[src/rtl/core_hcu_fwd_pkg.sv]
// Shared constants and types for the hazard-control unit.
//   FWD_* : operand-forward select encodings driven on FWD_SEL
//   hcu_state_e : memory-wait FSM states
//   src_match_t : per-source {ex, mem, wb} producer match vector
package core_hcu_fwd_pkg;

  localparam logic [1:0] FWD_RF    = 2'd0;  // register file
  localparam logic [1:0] FWD_EXMEM = 2'd1;  // EX/MEM ALU result
  localparam logic [1:0] FWD_WB    = 2'd2;  // WB-stage write data
  localparam logic [1:0] FWD_WBQ   = 2'd3;  // WB write data held from last cycle

  typedef enum logic {
    ST_RUN  = 1'b0,
    ST_WAIT = 1'b1
  } hcu_state_e;

  typedef struct packed {
    logic ex;
    logic mem;
    logic wb;
  } src_match_t;

  // Youngest producer wins: EX over MEM over WB.
  function automatic logic [1:0] fwd_encode(input src_match_t m);
    logic [1:0] sel;
    sel = FWD_RF;
    if (m.wb)  sel = FWD_WBQ;
    if (m.mem) sel = FWD_WB;
    if (m.ex)  sel = FWD_EXMEM;
    return sel;
  endfunction

endpackage

[src/rtl/core_hcu_match.sv]
// Per-source RAW comparator against the EX, MEM and WB destinations.
//   i_raddr/i_rvalid          : ID-stage source address and read flag
//   i_*_waddr/i_*_wvalid      : destination and write flag of each stage
//   o_match                   : {ex, mem, wb} match vector; x0 never matches
module core_hcu_match
  import core_hcu_fwd_pkg::*;
#(
  parameter int RA_W = 5
) (
  input  logic [RA_W-1:0] i_raddr,
  input  logic            i_rvalid,
  input  logic [RA_W-1:0] i_ex_waddr,
  input  logic            i_ex_wvalid,
  input  logic [RA_W-1:0] i_mem_waddr,
  input  logic            i_mem_wvalid,
  input  logic [RA_W-1:0] i_wb_waddr,
  input  logic            i_wb_wvalid,
  output logic [2:0]      o_match
);

  logic w_live;

  assign w_live = i_rvalid && (i_raddr != '0);

  always_comb begin
    o_match    = '0;
    o_match[2] = w_live && i_ex_wvalid  && (i_ex_waddr  == i_raddr);
    o_match[1] = w_live && i_mem_wvalid && (i_mem_waddr == i_raddr);
    o_match[0] = w_live && i_wb_wvalid  && (i_wb_waddr  == i_raddr);
  end

endmodule

[src/rtl/core_hcu_fwd.sv]
// Hazard-control unit for the 5-stage RV32I pipeline.
//   CLK/NRST                     : clock, synchronous active-low reset
//   ID_RADDR/ID_RVALID           : ID source operands
//   EX/MEM/WB_WADDR, *_WVALID    : in-flight destinations
//   EX_ISLOAD, REDIRECT          : load in EX, taken control transfer in EX
//   IMEM_DONE, DMEM_START/DONE   : memory handshakes
//   PC_WRITE, *_EN, *_FLUSH      : pipeline-register controls (combinational)
//   FWD_SEL                      : registered, EX-aligned forward selects
//   STALL_CNT, FLUSH_CNT         : saturating performance counters
module core_hcu_fwd
  import core_hcu_fwd_pkg::*;
#(
  parameter int RA_W    = 5,
  parameter int NUM_SRC = 2,
  parameter int FWD_EN  = 1,
  parameter int CNT_W   = 16
) (
  input  logic                    CLK,
  input  logic                    NRST,
  input  logic [NUM_SRC*RA_W-1:0] ID_RADDR,
  input  logic [NUM_SRC-1:0]      ID_RVALID,
  input  logic [RA_W-1:0]         EX_WADDR,
  input  logic [RA_W-1:0]         MEM_WADDR,
  input  logic [RA_W-1:0]         WB_WADDR,
  input  logic                    EX_WVALID,
  input  logic                    MEM_WVALID,
  input  logic                    WB_WVALID,
  input  logic                    EX_ISLOAD,
  input  logic                    REDIRECT,
  input  logic                    IMEM_DONE,
  input  logic                    DMEM_START,
  input  logic                    DMEM_DONE,
  output logic                    PC_WRITE,
  output logic                    IFID_EN,
  output logic                    IFID_FLUSH,
  output logic                    IDEX_EN,
  output logic                    IDEX_FLUSH,
  output logic                    EXMEM_EN,
  output logic                    EXMEM_FLUSH,
  output logic                    MEMWB_EN,
  output logic [2*NUM_SRC-1:0]    FWD_SEL,
  output logic [CNT_W-1:0]        STALL_CNT,
  output logic [CNT_W-1:0]        FLUSH_CNT
);

  src_match_t             w_match [NUM_SRC];
  logic [2*NUM_SRC-1:0]   w_fwd_sel;
  logic                   w_hazard;
  logic                   r_imem_q, r_dpend, r_dmem_q;
  logic                   w_imem_ok, w_dmem_ok, w_advance;
  hcu_state_e             r_state, w_state_nxt;
  logic                   w_stall_ev, w_flush_ev;
  logic [2*NUM_SRC-1:0]   r_fwd_sel;
  logic [CNT_W-1:0]       r_stall_cnt, r_flush_cnt;

  for (genvar g = 0; g < NUM_SRC; g++) begin : g_src
    core_hcu_match #(.RA_W(RA_W)) u_match (
      .i_raddr      (ID_RADDR[g*RA_W +: RA_W]),
      .i_rvalid     (ID_RVALID[g]),
      .i_ex_waddr   (EX_WADDR),
      .i_ex_wvalid  (EX_WVALID),
      .i_mem_waddr  (MEM_WADDR),
      .i_mem_wvalid (MEM_WVALID),
      .i_wb_waddr   (WB_WADDR),
      .i_wb_wvalid  (WB_WVALID),
      .o_match      (w_match[g])
    );
  end

  // Without forwarding every in-flight producer is a hazard and selects stay RF.
  always_comb begin
    w_fwd_sel = '0;
    w_hazard  = 1'b0;
    for (int unsigned i = 0; i < NUM_SRC; i++) begin
      if (FWD_EN != 0) begin
        w_fwd_sel[2*i +: 2] = fwd_encode(w_match[i]);
        w_hazard = w_hazard | (w_match[i].ex & EX_ISLOAD);
      end else begin
        w_hazard = w_hazard | (w_match[i] != '0);
      end
    end
  end

  // Latches can only be set on a non-advancing cycle, which always moves the
  // FSM to WAIT, so gating them with WAIT is equivalent and keeps RUN clean.
  assign w_imem_ok = IMEM_DONE | ((r_state == ST_WAIT) & r_imem_q);
  assign w_dmem_ok = ~(DMEM_START | ((r_state == ST_WAIT) & r_dpend))
                   | DMEM_DONE | ((r_state == ST_WAIT) & r_dmem_q);
  assign w_advance = w_imem_ok & w_dmem_ok;

  always_ff @(posedge CLK) begin
    if (!NRST || w_advance) begin
      r_imem_q <= 1'b0;
      r_dpend  <= 1'b0;
      r_dmem_q <= 1'b0;
    end else begin
      r_imem_q <= r_imem_q | IMEM_DONE;
      r_dpend  <= r_dpend  | DMEM_START;
      r_dmem_q <= r_dmem_q | DMEM_DONE;
    end
  end

  always_ff @(posedge CLK) begin
    if (!NRST) r_state <= ST_RUN;
    else       r_state <= w_state_nxt;
  end

  always_comb begin
    w_state_nxt = r_state;
    case (r_state)
      ST_RUN:  if (!w_advance) w_state_nxt = ST_WAIT;
      ST_WAIT: if (w_advance)  w_state_nxt = ST_RUN;
      default: w_state_nxt = ST_RUN;
    endcase
  end

  always_comb begin
    PC_WRITE    = 1'b0;
    IFID_EN     = 1'b0;
    IFID_FLUSH  = 1'b0;
    IDEX_EN     = 1'b0;
    IDEX_FLUSH  = 1'b0;
    EXMEM_EN    = 1'b0;
    EXMEM_FLUSH = 1'b0;
    MEMWB_EN    = 1'b0;
    w_stall_ev  = 1'b0;
    w_flush_ev  = 1'b0;
    if (!NRST) begin
      IFID_FLUSH  = 1'b1;
      IDEX_FLUSH  = 1'b1;
      EXMEM_FLUSH = 1'b1;
    end else if (!w_advance) begin
      // Freeze: everything holds, including a pending REDIRECT in IDEX.
      w_stall_ev = 1'b1;
    end else if (REDIRECT) begin
      PC_WRITE   = 1'b1;
      IFID_EN    = 1'b1;
      IDEX_EN    = 1'b1;
      EXMEM_EN   = 1'b1;
      MEMWB_EN   = 1'b1;
      IFID_FLUSH = 1'b1;
      IDEX_FLUSH = 1'b1;
      w_flush_ev = 1'b1;
    end else if (w_hazard) begin
      IDEX_EN    = 1'b1;
      IDEX_FLUSH = 1'b1;
      EXMEM_EN   = 1'b1;
      MEMWB_EN   = 1'b1;
      w_stall_ev = 1'b1;
    end else begin
      PC_WRITE = 1'b1;
      IFID_EN  = 1'b1;
      IDEX_EN  = 1'b1;
      EXMEM_EN = 1'b1;
      MEMWB_EN = 1'b1;
    end
  end

  always_ff @(posedge CLK) begin
    if (!NRST || IDEX_FLUSH) r_fwd_sel <= '0;
    else if (IDEX_EN)        r_fwd_sel <= w_fwd_sel;
  end

  always_ff @(posedge CLK) begin
    if (!NRST) begin
      r_stall_cnt <= '0;
      r_flush_cnt <= '0;
    end else begin
      if (w_stall_ev && (r_stall_cnt != '1)) r_stall_cnt <= r_stall_cnt + CNT_W'(1);
      if (w_flush_ev && (r_flush_cnt != '1)) r_flush_cnt <= r_flush_cnt + CNT_W'(1);
    end
  end

  assign FWD_SEL   = r_fwd_sel;
  assign STALL_CNT = r_stall_cnt;
  assign FLUSH_CNT = r_flush_cnt;

endmodule

[config.mk]
export PLATFORM = sky130hd
export DESIGN_NAME = core_hcu_fwd
export DESIGN_NICKNAME = d
export VERILOG_FILES = /design/src/rtl/core_hcu_fwd_pkg.sv /design/src/rtl/core_hcu_match.sv /design/src/rtl/core_hcu_fwd.sv
export SDC_FILE = /design/constraint.sdc
export NUM_CORES = 1
export LEC_CHECK = 0
export BUFFER_PORTS_ARGS = -buffer_cell sky130_fd_sc_hd__buf_4
export CAP_MARGIN = 20
export CORE_AREA = 2 2 92 94
export DETAILED_ROUTE_END_ITERATION = 8
export DIE_AREA = 0 0 94 96
export SLEW_MARGIN = 20
export SYNTH_ARGS = -nofsm -noshare
export SYNTH_HDL_FRONTEND = slang
export SYNTH_SLANG_ARGS = --single-unit
[constraint.sdc]
create_clock -name CLK -period 2.43 [get_ports CLK]
set_input_delay 0.243 -clock CLK [delete_from_list [all_inputs] [get_ports CLK]]
set_output_delay 0.243 -clock CLK [all_outputs]
set_load 0.01 [all_outputs]
* Word-level counts from Yosys, hierarchy flattened
Index checks and enable logic that the tools add are counted.
** Word-level totals
- Register bits after elaboration :: 40
- Input port bits :: 37
- Output and inout bits :: 44
- Logic and storage cells :: 78
** Operators by class
- Add/subtract/negate cells :: 2
- Equal/unequal tests :: 8
- Muxes and demuxes :: 25
- Bitwise logic cells :: 15
- Reductions and logical operators :: 21
** Operators by type and width (number)
- $add A16 B1 Y16 const B :: 2
- $ne A16 B16 Y1 const B :: 2
- $eq A5 B5 Y1 :: 6
- $mux W1 :: 19
- $logic_and A1 B1 Y1 :: 16
- $mux W2 :: 6
- $reduce_bool A5 Y1 :: 2
- $or A1 B1 Y1 :: 8
- $and A1 B1 Y1 :: 6
- $logic_or A1 B1 Y1 :: 2
- $logic_not A1 Y1 :: 1
- $not A1 Y1 :: 1

* Longest topological paths before layout
Gate-level depths: netlist of run 1.
- Depth after elaboration :: 11
- Gate-level depth with buffers :: 8
- Mapped depth without buffers :: 7

* Modules after synthesis
From an unflattened synthesis of run 1, not the netlist that was laid out.
** Unflattened totals
- Cells, all modules :: 282
- Area, all modules :: 2349.8 um^2
** By module, submodules not included
- core_hcu_fwd :: times used 1, cells an instance 230, area an instance 1964.4 um^2, sequential area each 800.8 um^2
- core_hcu_match :: times used 2, cells an instance 26, area an instance 192.7 um^2, sequential area each 0.0 um^2

* Worst setup path before layout of run 1
No wires, ideal clock.
- Path kind :: input to output
- From :: in ID_RADDR[5]
- To :: out PC_WRITE
- Data arrival time :: 1.688 ns
- Data required time :: 2.187 ns
- Slack :: 0.499 ns
- Cell stages on the path :: 6
- Path buffers :: 1
- Cells stage by stage :: or4_1 -> o21ai_1 -> nand4b_2 -> a21oi_1 -> a21oi_1 -> buf_4
** Between the ends
- Cells in the longest elaborated chain, start to end :: 10
- Elaborated cells between the ends (all ways) :: 11
- Classes of those cells :: eq/ne (1); mux (4); bitwise (2); reduce/logical (4)
** Ends and longest elaborated chain
- start, declared :: RTL line core_hcu_fwd.sv:20 : input logic [NUM_SRC*RA_W-1:0] ID_RADDR,
- $reduce_bool A5 Y1 :: RTL line core_hcu_match.sv:23 : assign w_live = i_rvalid && (i_raddr != '0);
- $logic_and A1 B1 Y1 :: RTL line core_hcu_match.sv:23
- $logic_and A1 B1 Y1 :: RTL line core_hcu_match.sv:27 : o_match[2] = w_live && i_ex_wvalid && (i_ex_waddr == i_raddr);
- $logic_and A1 B1 Y1 * :: RTL line core_hcu_match.sv:27
- $and A1 B1 Y1 * :: RTL line core_hcu_fwd.sv:77 : w_hazard = w_hazard | (w_match[i].ex & EX_ISLOAD);
- $or A1 B1 Y1 * :: RTL line core_hcu_fwd.sv:77
- $mux W1 * (4 in series)
- end, declared :: RTL line core_hcu_fwd.sv:33 : output logic PC_WRITE,
Mark *: on every way between the ends. The rest lies on a longest branch, timed or not.

* Worst setup path after layout of run 1
- From :: in ID_RADDR[5]
- To :: out IDEX_FLUSH
** Between the ends
- Cells in the longest elaborated chain, start to end :: 10
- Elaborated cells between the ends (all ways) :: 11
- Classes of those cells :: eq/ne (1); mux (4); bitwise (2); reduce/logical (4)
** Ends and longest elaborated chain
- $reduce_bool A5 Y1 :: RTL line core_hcu_match.sv:23
- $logic_and A1 B1 Y1 :: RTL line core_hcu_match.sv:23
- $logic_and A1 B1 Y1 :: RTL line core_hcu_match.sv:27
- $logic_and A1 B1 Y1 * :: RTL line core_hcu_match.sv:27
- $and A1 B1 Y1 * :: RTL line core_hcu_fwd.sv:77
- $or A1 B1 Y1 * :: RTL line core_hcu_fwd.sv:77
- $mux W1 * :: RTL line core_hcu_fwd.sv:144 : end else if (w_hazard) begin
- $mux W1 * :: RTL line core_hcu_fwd.sv:135 : end else if (REDIRECT) begin
- $mux W1 * :: RTL line core_hcu_fwd.sv:132 : end else if (!w_advance) begin
- $mux W1 * :: RTL line core_hcu_fwd.sv:128 : if (!NRST) begin
- end, declared :: RTL line core_hcu_fwd.sv:37 : output logic IDEX_FLUSH,
Marked as above.

==> metrics.log, run 1 <==
INFO  metric cpPeakStageDelay = roughly 0.51 ns
INFO  metric cts_setup_buffers = 0
INFO  metric cts_tree = built
INFO  metric ys_top_cells_by_area = dfxtp_1, xnor2_1, mux2i_1
INFO  metric timing.critical_path.required = 2.19 ns
INFO  metric slew_headroom = 52.38%
INFO  metric filler_cell_count = 823
INFO  metric final_antenna_net_count = 0
INFO  metric clockBufferDepth = 2
INFO  metric post-route-util = between 30% and 40%
INFO  metric grt-ovfl-total = 0
INFO  metric count_of_port_buffers_added_during_placement = 80
INFO  metric rsz0062_at_grt = no
INFO  metric floorplan.initialDensity = a little under a third
INFO  metric path_class = in2out
INFO  metric power.leakage = about 1.3 nW
INFO  metric cp_top_family = simple AND/OR/NAND/NOR gates
INFO  metric post-dp-hpwl = around 5000 um
INFO  metric drt_drc_violations_left = 0
INFO  metric max_slew.worst_pin.slew = 0.7135 ns
INFO  metric final_max_slew_viol_count = 0
INFO  metric worst_hold_path_type = in2reg
INFO  metric worst_path_most_repeated_cell = buf_4
INFO  metric post_drt_wl_per_cell = ~14 um
INFO  metric result_of_the_run = finished clean
INFO  metric highest_fanout_seen_on_the_critical_path = 6
INFO  metric report.final.hold_viol_count = 0
INFO  metric rows = 33
INFO  metric synth-async-reset-ratio = 0%
INFO  metric groute.usage.overall = between 10% and 20%
INFO  metric clk_pin_slew_worst_paths = approximately 0.070 ns
INFO  metric routed-via-count = about 2.4k
INFO  metric synthesized_nets = 333
INFO  metric synth_area = around 2400 sq um
INFO  metric postSynthCellCount = between 200 and 300
INFO  metric placeableCoreArea = ~8000 sq um
INFO  metric design_power_total = about 0.0014 W
INFO  metric detail_route.first_pass.iterations = 4
INFO  metric dieArea = 9024 sq um
INFO  metric design.portCount = 81
INFO  metric period_minus_slack = ~2.2 ns
INFO  metric detail_route.vias_per_cell = 4.979
INFO  metric tritoncts.num_buffers = 5
INFO  metric clock_sinks = 40
INFO  metric hold_buffers = 0
INFO  metric grt_antenna_before_repair = 0
INFO  metric synth_top_flop_cell = dfxtp_1
INFO  metric design.final.nets = just over 400
INFO  metric synth.ff_latch_count = 40
INFO  metric layout.cell_area.non_filler = roughly 3200 sq um
INFO  metric power.density = 431.3 nW/um^2
INFO  metric cpMaxStageDelayCell = or4_1
INFO  metric detailed_route_iter0_violations = approximately 140
INFO  metric drive_gt1_share = around 28%
INFO  metric number_of_flops_mapped_to_enable_cells_by_yosys = 0
INFO  metric critical_path_buf_inv_count = 2
INFO  metric detailed_place.area = about 3100 sq um
INFO  metric finalSetupViolCount = 0
INFO  metric worstSetupStartpointType = primary input
INFO  metric postSynthAreaPerCell = 8.260 sq um
INFO  metric max_cap_viol_count = 0
INFO  metric grt_pass1_vias = ~2.2k
INFO  metric synth_seq_area_share = 32.97%
INFO  metric insertedDiodeCount = 0
INFO  metric cts_htree_levels = 2
INFO  metric irDropWorstVdd = roughly 0.18 mV
INFO  metric place_ws = 0.1730 ns
INFO  metric clock_latency = about 0.29 ns
INFO  metric finalWorstSetupSlack = slightly below 0.2 ns
INFO  metric cp_data_arrival_time = about 2.0 ns
INFO  metric grt_pass1_wl = approximately 11,000 um
INFO  metric place.gp.congestion = between 0.8 and 0.9
INFO  metric yosys.area.top_type_share = 32.97%
INFO  metric synth_warnings = 0
INFO  metric die_w = about 94 um
INFO  metric path_cells = buf_4 > or4_1 > o21ai_1 > nand4b_2 > a21oi_1 > o21a_1 > nand2b_1 > buf_4
INFO  metric grt_max_degree = 34
INFO  metric fmax = about 450 MHz
INFO  metric fin_worst_skew = about 0.013 ns
INFO  metric cts_repair_resize_count = 0
INFO  metric area_delta_synth_final = 31.74%
INFO  metric totalNegativeSetupSlack = 0 ns
INFO  metric endpoint_kind = output port
INFO  metric synthDistinctLibCells = 39
INFO  metric synth_largest_area_cell = dfxtp_1
INFO  metric cts_root_buffer = clkbuf_8
INFO  metric final.period_utilization = between 90% and 100%
INFO  metric fp.dieH = 96 um
INFO  metric routed_wirelength = between 6000 and 7000 um
==> metrics by stage <==
stage / cells / hold WS [ns]
after floorplan: 294 / 0.3588
after global placement: 468 / 0.4480
after detailed placement: 468 / 0.4675
after CTS: 476 / 0.1677
after global routing: 476 / 0.1841
final: 476 / 0.1801
==> tightest hold or removal path, cell delays in order <==
cell    delay, ns
buf_4        0.09
nor2_1       0.03
nor2_1       0.06
==> cell usage after synthesis (8+ instances only) <==
cell       n
mux2i_1   14
nand4_1   11
a21oi_1    9
a21oi_2    8
xnor2_1   28
nor2_1    25
dfxtp_1   40
xor2_1    14
nand2b_1  12
nor3_1    11
inv_1      9
nand2_1   35
a211oi_1   8
nand3_1   19
==> worst paths after layout <==
check	start	cells after the start	end	slack, ns
worst max-delay path	ID_RADDR[5]	8	IDEX_FLUSH	0.20
worst min-delay path	DMEM_START	3	r_dpend	0.18
worst max register to register	STALL_CNT[0]	7	STALL_CNT[7]	0.23
worst min register to register	r_dpend	2	r_dpend	0.48
==> state kept, by name, indices dropped and copies added (netlist names) <==
signal and flops:
r_dpend 1, FLUSH_CNT 16, STALL_CNT 16, r_state 1, r_imem_q 1, r_dmem_q 1, FWD_SEL 4
==> where the power goes <==
part / internal, W / switching, W / leakage [nW] / total, W
Sequential: 0.000665 / 0.0000102 / 0.324 / 0.000675
Combinational: 0.000110 / 0.000118 / 0.894 / 0.000229
Clock: 0.000230 / 0.000246 / 0.0434 / 0.000476
Total: 0.00101 / 0.000374 / 1.26 / 0.00138
==> metal layers <==
metal  GRT usage (%)  wire (um)
met1           20.93       3179
met2           23.99       3061
met3           2.428        254
met4           3.865         53
met5               0          0
==> area by class of cell <==
type | count | area, sq um | area share (%)
multi-input cells | 233 | 1528 | 47.75
well taps | 105 | 131.4 | 4.106
clock buffers | 6 | 82.58 | 2.581
flip-flops and latches | 40 | 800.8 | 25.03
repair buffers | 81 | 608.1 | 19.01
inverters | 9 | 33.78 | 1.056
clock inverters | 2 | 15.01 | 0.4693
==> cells in the final DEF, fill, tap and decap left out, drive strengths merged, types with 9 or more instances in the layout <==
cell    instances
buf            81
dfxtp          40
nand2          35
xnor2          28
nor2           25
nand3          19
a21oi          17
xor2           14
mux2i          14
nand2b         12
nand4          11
nor3           11
inv             9
==> cell families after synthesis <==
family	synth area share, %
AND/OR/NAND/NOR	27.51
flip-flops	32.97
AO/OA/AOI/OAI	13.45
adder cells (fa/ha/maj)	1.030
buffers and inverters	4.121
XOR/XNOR	15.15
multiplexers	5.770
Power figures use the tool's default switching activity.
==> run 2: changes to the inputs <==
--- a/config.mk
+++ b/config.mk
@@ -7,9 +7,12 @@
 export LEC_CHECK = 0
 export BUFFER_PORTS_ARGS = -buffer_cell sky130_fd_sc_hd__buf_4
 export CAP_MARGIN = 20
+export CELL_PAD_IN_SITES_DETAIL_PLACEMENT = 0
+export CELL_PAD_IN_SITES_GLOBAL_PLACEMENT = 2
 export CORE_AREA = 2 2 92 94
 export DETAILED_ROUTE_END_ITERATION = 8
 export DIE_AREA = 0 0 94 96
+export PLACE_DENSITY_LB_ADDON = 0.1
 export SLEW_MARGIN = 20
 export SYNTH_ARGS = -nofsm -noshare
 export SYNTH_HDL_FRONTEND = slang
==> constraint.sdc (replaced) <==
create_clock -name CLK -period 2.7 [get_ports CLK]
set_input_delay 0.27 -clock CLK [delete_from_list [all_inputs] [get_ports CLK]]
set_output_delay 0.27 -clock CLK [all_outputs]
set_load 0.01 [all_outputs]
==> metrics.log, run 2 (synthesis results as in run 1) <==
INFO  metric result_of_the_run = finished clean
INFO  metric detail_route.vias_per_cell = 4.808 (-3.4%)
INFO  metric detail_route.first_pass.iterations = 4 (unchanged)
INFO  metric final.period_utilization = roughly 85%
INFO  metric timing.critical_path.required = 2.43 ns (+0.24 ns)
INFO  metric design.portCount = 81 (unchanged)
INFO  metric rows = 33 (unchanged)
INFO  metric final_max_slew_viol_count = 0 (unchanged)
INFO  metric drt_drc_violations_left = 0 (unchanged)
INFO  metric count_of_port_buffers_added_during_placement = 80 (unchanged)
INFO  metric worst_path_most_repeated_cell = buf_4
INFO  metric slew_headroom = 62.11% (+9.7 points)
INFO  metric fin_worst_skew = 0.004655 ns (-0.007885 ns)
INFO  metric drive_gt1_share = 28.34% (+0.58 points)
INFO  metric grt_pass1_wl = 10,690 um (-1.4%)
INFO  metric hold_startpoint = IMEM_DONE
INFO  metric hold_buffers = 0 (unchanged)
INFO  metric period_minus_slack = 2.301 ns
INFO  metric die_w = 94 um (unchanged)
INFO  metric final_antenna_net_count = 0 (unchanged)
INFO  metric dieArea = 9024 sq um (unchanged)
INFO  metric design.final.nets = 412 (+0.73%)
INFO  metric insertedDiodeCount = 0 (unchanged)
INFO  metric clk_pin_slew_worst_paths = 0.09 ns (+0.02 ns)
INFO  metric post-route-util = 40.31% (+0.58 points)
INFO  metric path_class = in2out
INFO  metric layout.cell_area.non_filler = 3246 sq um (+1.4%)
INFO  metric cp_top_family = simple AND/OR/NAND/NOR gates
INFO  metric final_cell_mix = buf_4, dfxtp_1, nand2_1
INFO  metric tritoncts.num_buffers = 5 (unchanged)
INFO  metric finalWorstSetupSlack = 0.3988 ns (+0.2017 ns)
INFO  metric grt_max_degree = 21 (-38%)
INFO  metric worst_hold_path_type = in2reg
INFO  metric grt-ovfl-total = 0 (unchanged)
INFO  metric post-dp-hpwl = 5142 um (+2.1%)
INFO  metric clock_sinks = 40 (unchanged)
INFO  metric cp_data_arrival_time = 2.03 ns (+0.04 ns)
INFO  metric finalSetupViolCount = 0 (unchanged)
INFO  metric post_layout_cell_count = 479 (+0.63%)
INFO  metric placeableCoreArea = 8051 sq um (unchanged)
INFO  metric worstSetupStartpointType = primary input
INFO  metric detailed_place.area = 3124 sq um (+0.73%)
INFO  metric post_drt_wl_per_cell = 13.66 um (-0.72%)
INFO  metric fp.dieH = 96 um (unchanged)
INFO  metric cpMaxStageDelayCell = or4_1
INFO  metric grt_pass1_vias = 2,187 (-2.5%)
INFO  metric grt_antenna_before_repair = 0 (unchanged)
INFO  metric endpoint_kind = output port
INFO  metric numPlacedInstances = 471 (+0.64%)
INFO  metric rsz0062_at_grt = no
INFO  metric timing.critical_path.from = ID_RADDR[5]
INFO  metric cts_tree = built
INFO  metric fmax = 434.5 MHz
INFO  metric cts_htree_levels = 2 (unchanged)
INFO  metric power.leakage = 1.294 nW (+2.6%)
INFO  metric cpPeakStageDelay = 0.51 ns (about the same)
INFO  metric area_delta_synth_final = 33.64%
INFO  metric report.final.hold_viol_count = 0 (unchanged)
INFO  metric cts_setup_buffers = 0 (unchanged)
INFO  metric routed-via-count = 2,303 (-2.8%)
INFO  metric routed_wirelength = 6543 um (about the same)
INFO  metric power.density = 415.3 nW/um^2 (-3.7%)
INFO  metric max_slew.worst_pin.slew = 0.5675 ns (-0.1460 ns)
INFO  metric cts_root_buffer = clkbuf_8
INFO  metric critical_path_buf_inv_count = 2 (unchanged)
INFO  metric max_cap_viol_count = 0 (unchanged)
INFO  metric place_ws = 0.3902 ns (+0.2173 ns)
INFO  metric groute.usage.overall = 14.97% (about the same)
INFO  metric clockBufferDepth = 2 (unchanged)
INFO  metric clock_latency = 0.29 ns (about the same)
INFO  metric cts_repair_resize_count = 0 (unchanged)
INFO  metric detailed_route_iter0_violations = 91 (-33%)
INFO  metric floorplan.initialDensity = 30.16% (unchanged)
INFO  metric worst_r2r_startpoint = STALL_CNT[0]
INFO  metric mostFrequentLayoutCell = buf_4
INFO  metric irDropWorstVdd = 0.2278 mV (+26%)
INFO  metric path_cells = buf_4 > or4_1 > o21ai_1 > nand4b_2 > a21oi_1 > o21a_1 > nand2b_1 > buf_4
INFO  metric totalNegativeSetupSlack = 0 ns (unchanged)
INFO  metric highest_fanout_seen_on_the_critical_path = 6 (unchanged)
INFO  metric place.gp.congestion = 0.7914 (-9.3%)
run 2: cell types whose count changed in the layout (fill, tap and decap cells not counted), sizes merged:
cell / delta
clkinv: +1
buf: +3
bufinv: +1
clkinvlp: -2
run 2: power breakdown:
group,switching (W),internal (W),total [W]
clock,0.000229,0.000303,0.000532
sequential,0.00000838,0.000599,0.000607
combinational,0.000107,0.000102,0.000209
total,0.000345,0.00100,0.00135
run 2: final cells by class:
| cell class | instances | area (sq um) |
|---|---|---|
| Clock buffer | 6 | 82.58 |
| Clock inverter | 2 | 38.79 |
| Fill cell | 843 | 4806 |
| Inverter | 9 | 33.78 |
| Multi-Input combinational cell | 233 | 1528 |
| Sequential cell | 40 | 800.8 |
| Tap cell | 105 | 131.4 |
| Timing Repair Buffer | 84 | 630.6 |
run 2: worst paths after layout:
check	endpoint	slack, ns	depth (start not counted)
worst min-delay path	r_imem_q	0.19	3
worst max register to register	STALL_CNT[9]	0.54	7
worst max-delay path	IDEX_FLUSH	0.40	8
worst min register to register	r_dmem_q	0.47	2
run 2: worst min-delay path, cell delays in order:
cell and delay [ns]:
buf_4 0.08, nor2_1 0.03, nor2_1 0.07
run 2: layer usage:
layer / up-vias / global-route usage (%) / part of all wire (%)
met5: - / 0 / 0
met4: 0 / 3.865 / 0.83
met3: 6 / 3.289 / 4.5
met2: 47 / 24.40 / 46
met1: 1061 / 20.12 / 49
li1: 1189 / - / -
run 2: per-stage QoR:
| stage | hold WS, ns | total power (W) |
|---|---|---|
| final | 0.1910 | 0.001348 |
| after global routing | 0.1880 | 0.001413 |
| after CTS | 0.1815 | 0.001374 |
| after detailed placement | 0.4562 | 0.0008324 |
| after global placement | 0.4476 | 0.0008333 |
| after floorplan | 0.3858 | 0.0007284 |
==> run 3: changes to the inputs <==
--- a/config.mk
+++ b/config.mk
@@ -9,9 +9,9 @@
 export CAP_MARGIN = 20
 export CELL_PAD_IN_SITES_DETAIL_PLACEMENT = 0
 export CELL_PAD_IN_SITES_GLOBAL_PLACEMENT = 2
-export CORE_AREA = 2 2 92 94
+export CORE_AREA = 2 2 97 99
 export DETAILED_ROUTE_END_ITERATION = 8
-export DIE_AREA = 0 0 94 96
+export DIE_AREA = 0 0 99 101
 export PLACE_DENSITY_LB_ADDON = 0.1
 export SLEW_MARGIN = 20
 export SYNTH_ARGS = -nofsm -noshare
==> constraint.sdc (replaced) <==
create_clock -name CLK -period 2.6 [get_ports CLK]
set_input_delay 0.26 -clock CLK [delete_from_list [all_inputs] [get_ports CLK]]
set_output_delay 0.26 -clock CLK [all_outputs]
set_load 0.01 [all_outputs]
==> metrics.log, run 3 (synthesis results as in run 1) <==
INFO  metric result_of_the_run = finished clean
INFO  metric p_int = 0.001015 W (+1.2%)
INFO  metric clk_pin_slew_worst_paths = 0.09 ns (about the same)
INFO  metric place.gp.congestion = 0.8170 (+3.2%)
INFO  metric fp.dieH = 101 um (+5.2%)
INFO  metric irDropWorstVdd = 0.3111 mV (+37%)
INFO  metric dieArea = 9999 sq um (+11%)
INFO  metric placeableCoreArea = 8977 sq um (+11%)
INFO  metric timing.critical_path.required = 2.34 ns (-0.09 ns)
INFO  metric fin_worst_skew = 0.009244 ns (+0.004589 ns)
INFO  metric power.density = 428.5 nW/um^2 (+3.2%)
INFO  metric power.leakage = 1.277 nW (-1.3%)
INFO  metric grt_max_degree = 34 (+62%)
INFO  metric routed-via-count = 2,315 (+0.52%)
INFO  metric post-dp-hpwl = 5317 um (+3.4%)
INFO  metric rows = 35 (+6.1%)
INFO  metric grt_pass1_wl = 11,310 um (+5.8%)
INFO  metric groute.usage.overall = 14.23% (-0.74 points)
INFO  metric tritoncts.num_buffers = 5 (unchanged)
INFO  metric design.final.nets = 410 (-0.49%)
INFO  metric share_clk_of_total_power = 38.9% (-0.5 points)
INFO  metric clock_latency = 0.30 ns (about the same)
INFO  metric endpoint_kind = output port
INFO  metric final_cell_mix = buf_4, dfxtp_1, nand2_1
INFO  metric area_delta_synth_final = 33.08%
INFO  metric floorplan.initialDensity = 27.05% (-3.1 points)
INFO  metric worst_hold_path_type = in2reg
INFO  metric totalNegativeSetupSlack = 0 ns (unchanged)
INFO  metric drt_drc_violations_left = 0 (unchanged)
INFO  metric p_switching = 0.0003694 W (+7.2%)
INFO  metric clockBufferDepth = 2 (unchanged)
INFO  metric mostFrequentLayoutCell = buf_4
INFO  metric grt_antenna_before_repair = 0 (unchanged)
INFO  metric cts_setup_buffers = 0 (unchanged)
INFO  metric rsz0062_at_grt = no
INFO  metric grt_pass1_vias = 2,230 (+2.0%)
INFO  metric power_frac_comb = 15.5% (about the same)
INFO  metric share_seq_of_total_power = 45.6% (+0.6 points)
INFO  metric insertedDiodeCount = 0 (unchanged)
INFO  metric path_class = in2out
INFO  metric post_drt_wl_per_cell = 14.07 um (+3.0%)
INFO  metric detail_route.first_pass.iterations = 4 (unchanged)
INFO  metric clock_sinks = 40 (unchanged)
INFO  metric grt-ovfl-total = 0 (unchanged)
INFO  metric finalSetupViolCount = 0 (unchanged)
INFO  metric drive_gt1_share = 27.96% (-0.39 points)
INFO  metric cts_root_buffer = clkbuf_8
INFO  metric max_slew.worst_pin.slew = 0.7578 ns (+0.1903 ns)
INFO  metric cts_htree_levels = 2 (unchanged)
INFO  metric report.final.hold_viol_count = 0 (unchanged)
INFO  metric final_max_slew_viol_count = 0 (unchanged)
INFO  metric cp_data_arrival_time = 2.03 ns (about the same)
INFO  metric detailed_route_iter0_violations = 67 (-26%)
INFO  metric cts_tree = built
INFO  metric period_minus_slack = between 2 and 2.5 ns
INFO  metric worstSetupStartpointType = primary input
INFO  metric final_antenna_net_count = 0 (unchanged)
INFO  metric design.portCount = 81 (unchanged)
INFO  metric finalWorstSetupSlack = 0.3055 ns (-0.09323 ns)
INFO  metric final.period_utilization = between 80 and 90%
INFO  metric highest_fanout_seen_on_the_critical_path = 6 (unchanged)
INFO  metric max_cap_viol_count = 0 (unchanged)
INFO  metric worst_hold_slack = 0.1809 ns (-0.01008 ns)
INFO  metric count_of_port_buffers_added_during_placement = 80 (unchanged)
INFO  metric place_ws = 0.2872 ns (-0.1030 ns)
INFO  metric die_w = 99 um (+5.3%)
INFO  metric routed_wirelength = 6798 um (+3.9%)
INFO  metric hold_buffers = 0 (unchanged)
INFO  metric fmax = approximately 440 MHz
INFO  metric slew_headroom = 49.43% (-13 points)
INFO  metric cts_repair_resize_count = 0 (unchanged)
INFO  metric detail_route.vias_per_cell = 4.793 (-0.31%)
INFO  metric power.share.switching = 26.67% (+1.1 points)
run 3: per-stage QoR:
step / cells / util [%] / power [W] / area [sq um]
CTS: 483 / 36.00 / 0.001414 / 3232
global placement: 475 / 34.72 / 0.0008651 / 3117
floorplan: 294 / - / 0.0007564 / 2429
global route: 483 / 36.00 / 0.001458 / 3232
detailed placement: 475 / 34.72 / 0.0008638 / 3117
finish: 483 / 36.00 / 0.001385 / 3232
run 3: worst paths after layout:
| kind | from | endpoint | slack (ns) | cells after the start |
|---|---|---|---|---|
| setup / recovery | ID_RADDR[5] | IDEX_FLUSH | 0.31 | 8 |
| hold / removal | DMEM_START | r_dpend | 0.18 | 3 |
| setup reg to reg | STALL_CNT[0] | STALL_CNT[9] | 0.46 | 7 |
| hold reg to reg | r_dmem_q | r_dmem_q | 0.47 | 2 |
run 3: area by class of cell:
type,instances,area (sq um)
clock buffer,5,68.82
clock inverter,3,46.29
tap,111,138.9
timing repair buffer,82,615.6
sequential,40,800.8
multi-input combinational,233,1528
inverter,9,33.78
fill,981,5746
run 3: critical path, cell delays in order:
cell,delay [ns]
buf_4,0.13
or4_1,0.51
o21ai_1,0.21
nand4b_2,0.23
a21oi_1,0.13
o21a_1,0.24
nand2b_1,0.16
buf_4,0.15
run 3: power groups by stage:
stage | clock (W) | sequential (W) | combinational (W)
6_report | 0.000539 | 0.000631 | 0.000215
5_1_grt | 0.000587 | 0.000633 | 0.000239
4_1_cts | 0.000564 | 0.000631 | 0.000219
3_5_place_dp | 0 | 0.000645 | 0.000219
3_3_place_gp | 0 | 0.000645 | 0.000220
2_1_floorplan | 0 | 0.000645 | 0.000111
run 3: per-layer routing:
metal	wire, um	GRT usage (%)
met4	53	3.477
met5	0	0
met2	3141	22.71
met1	3293	19.44
met3	309	3.329
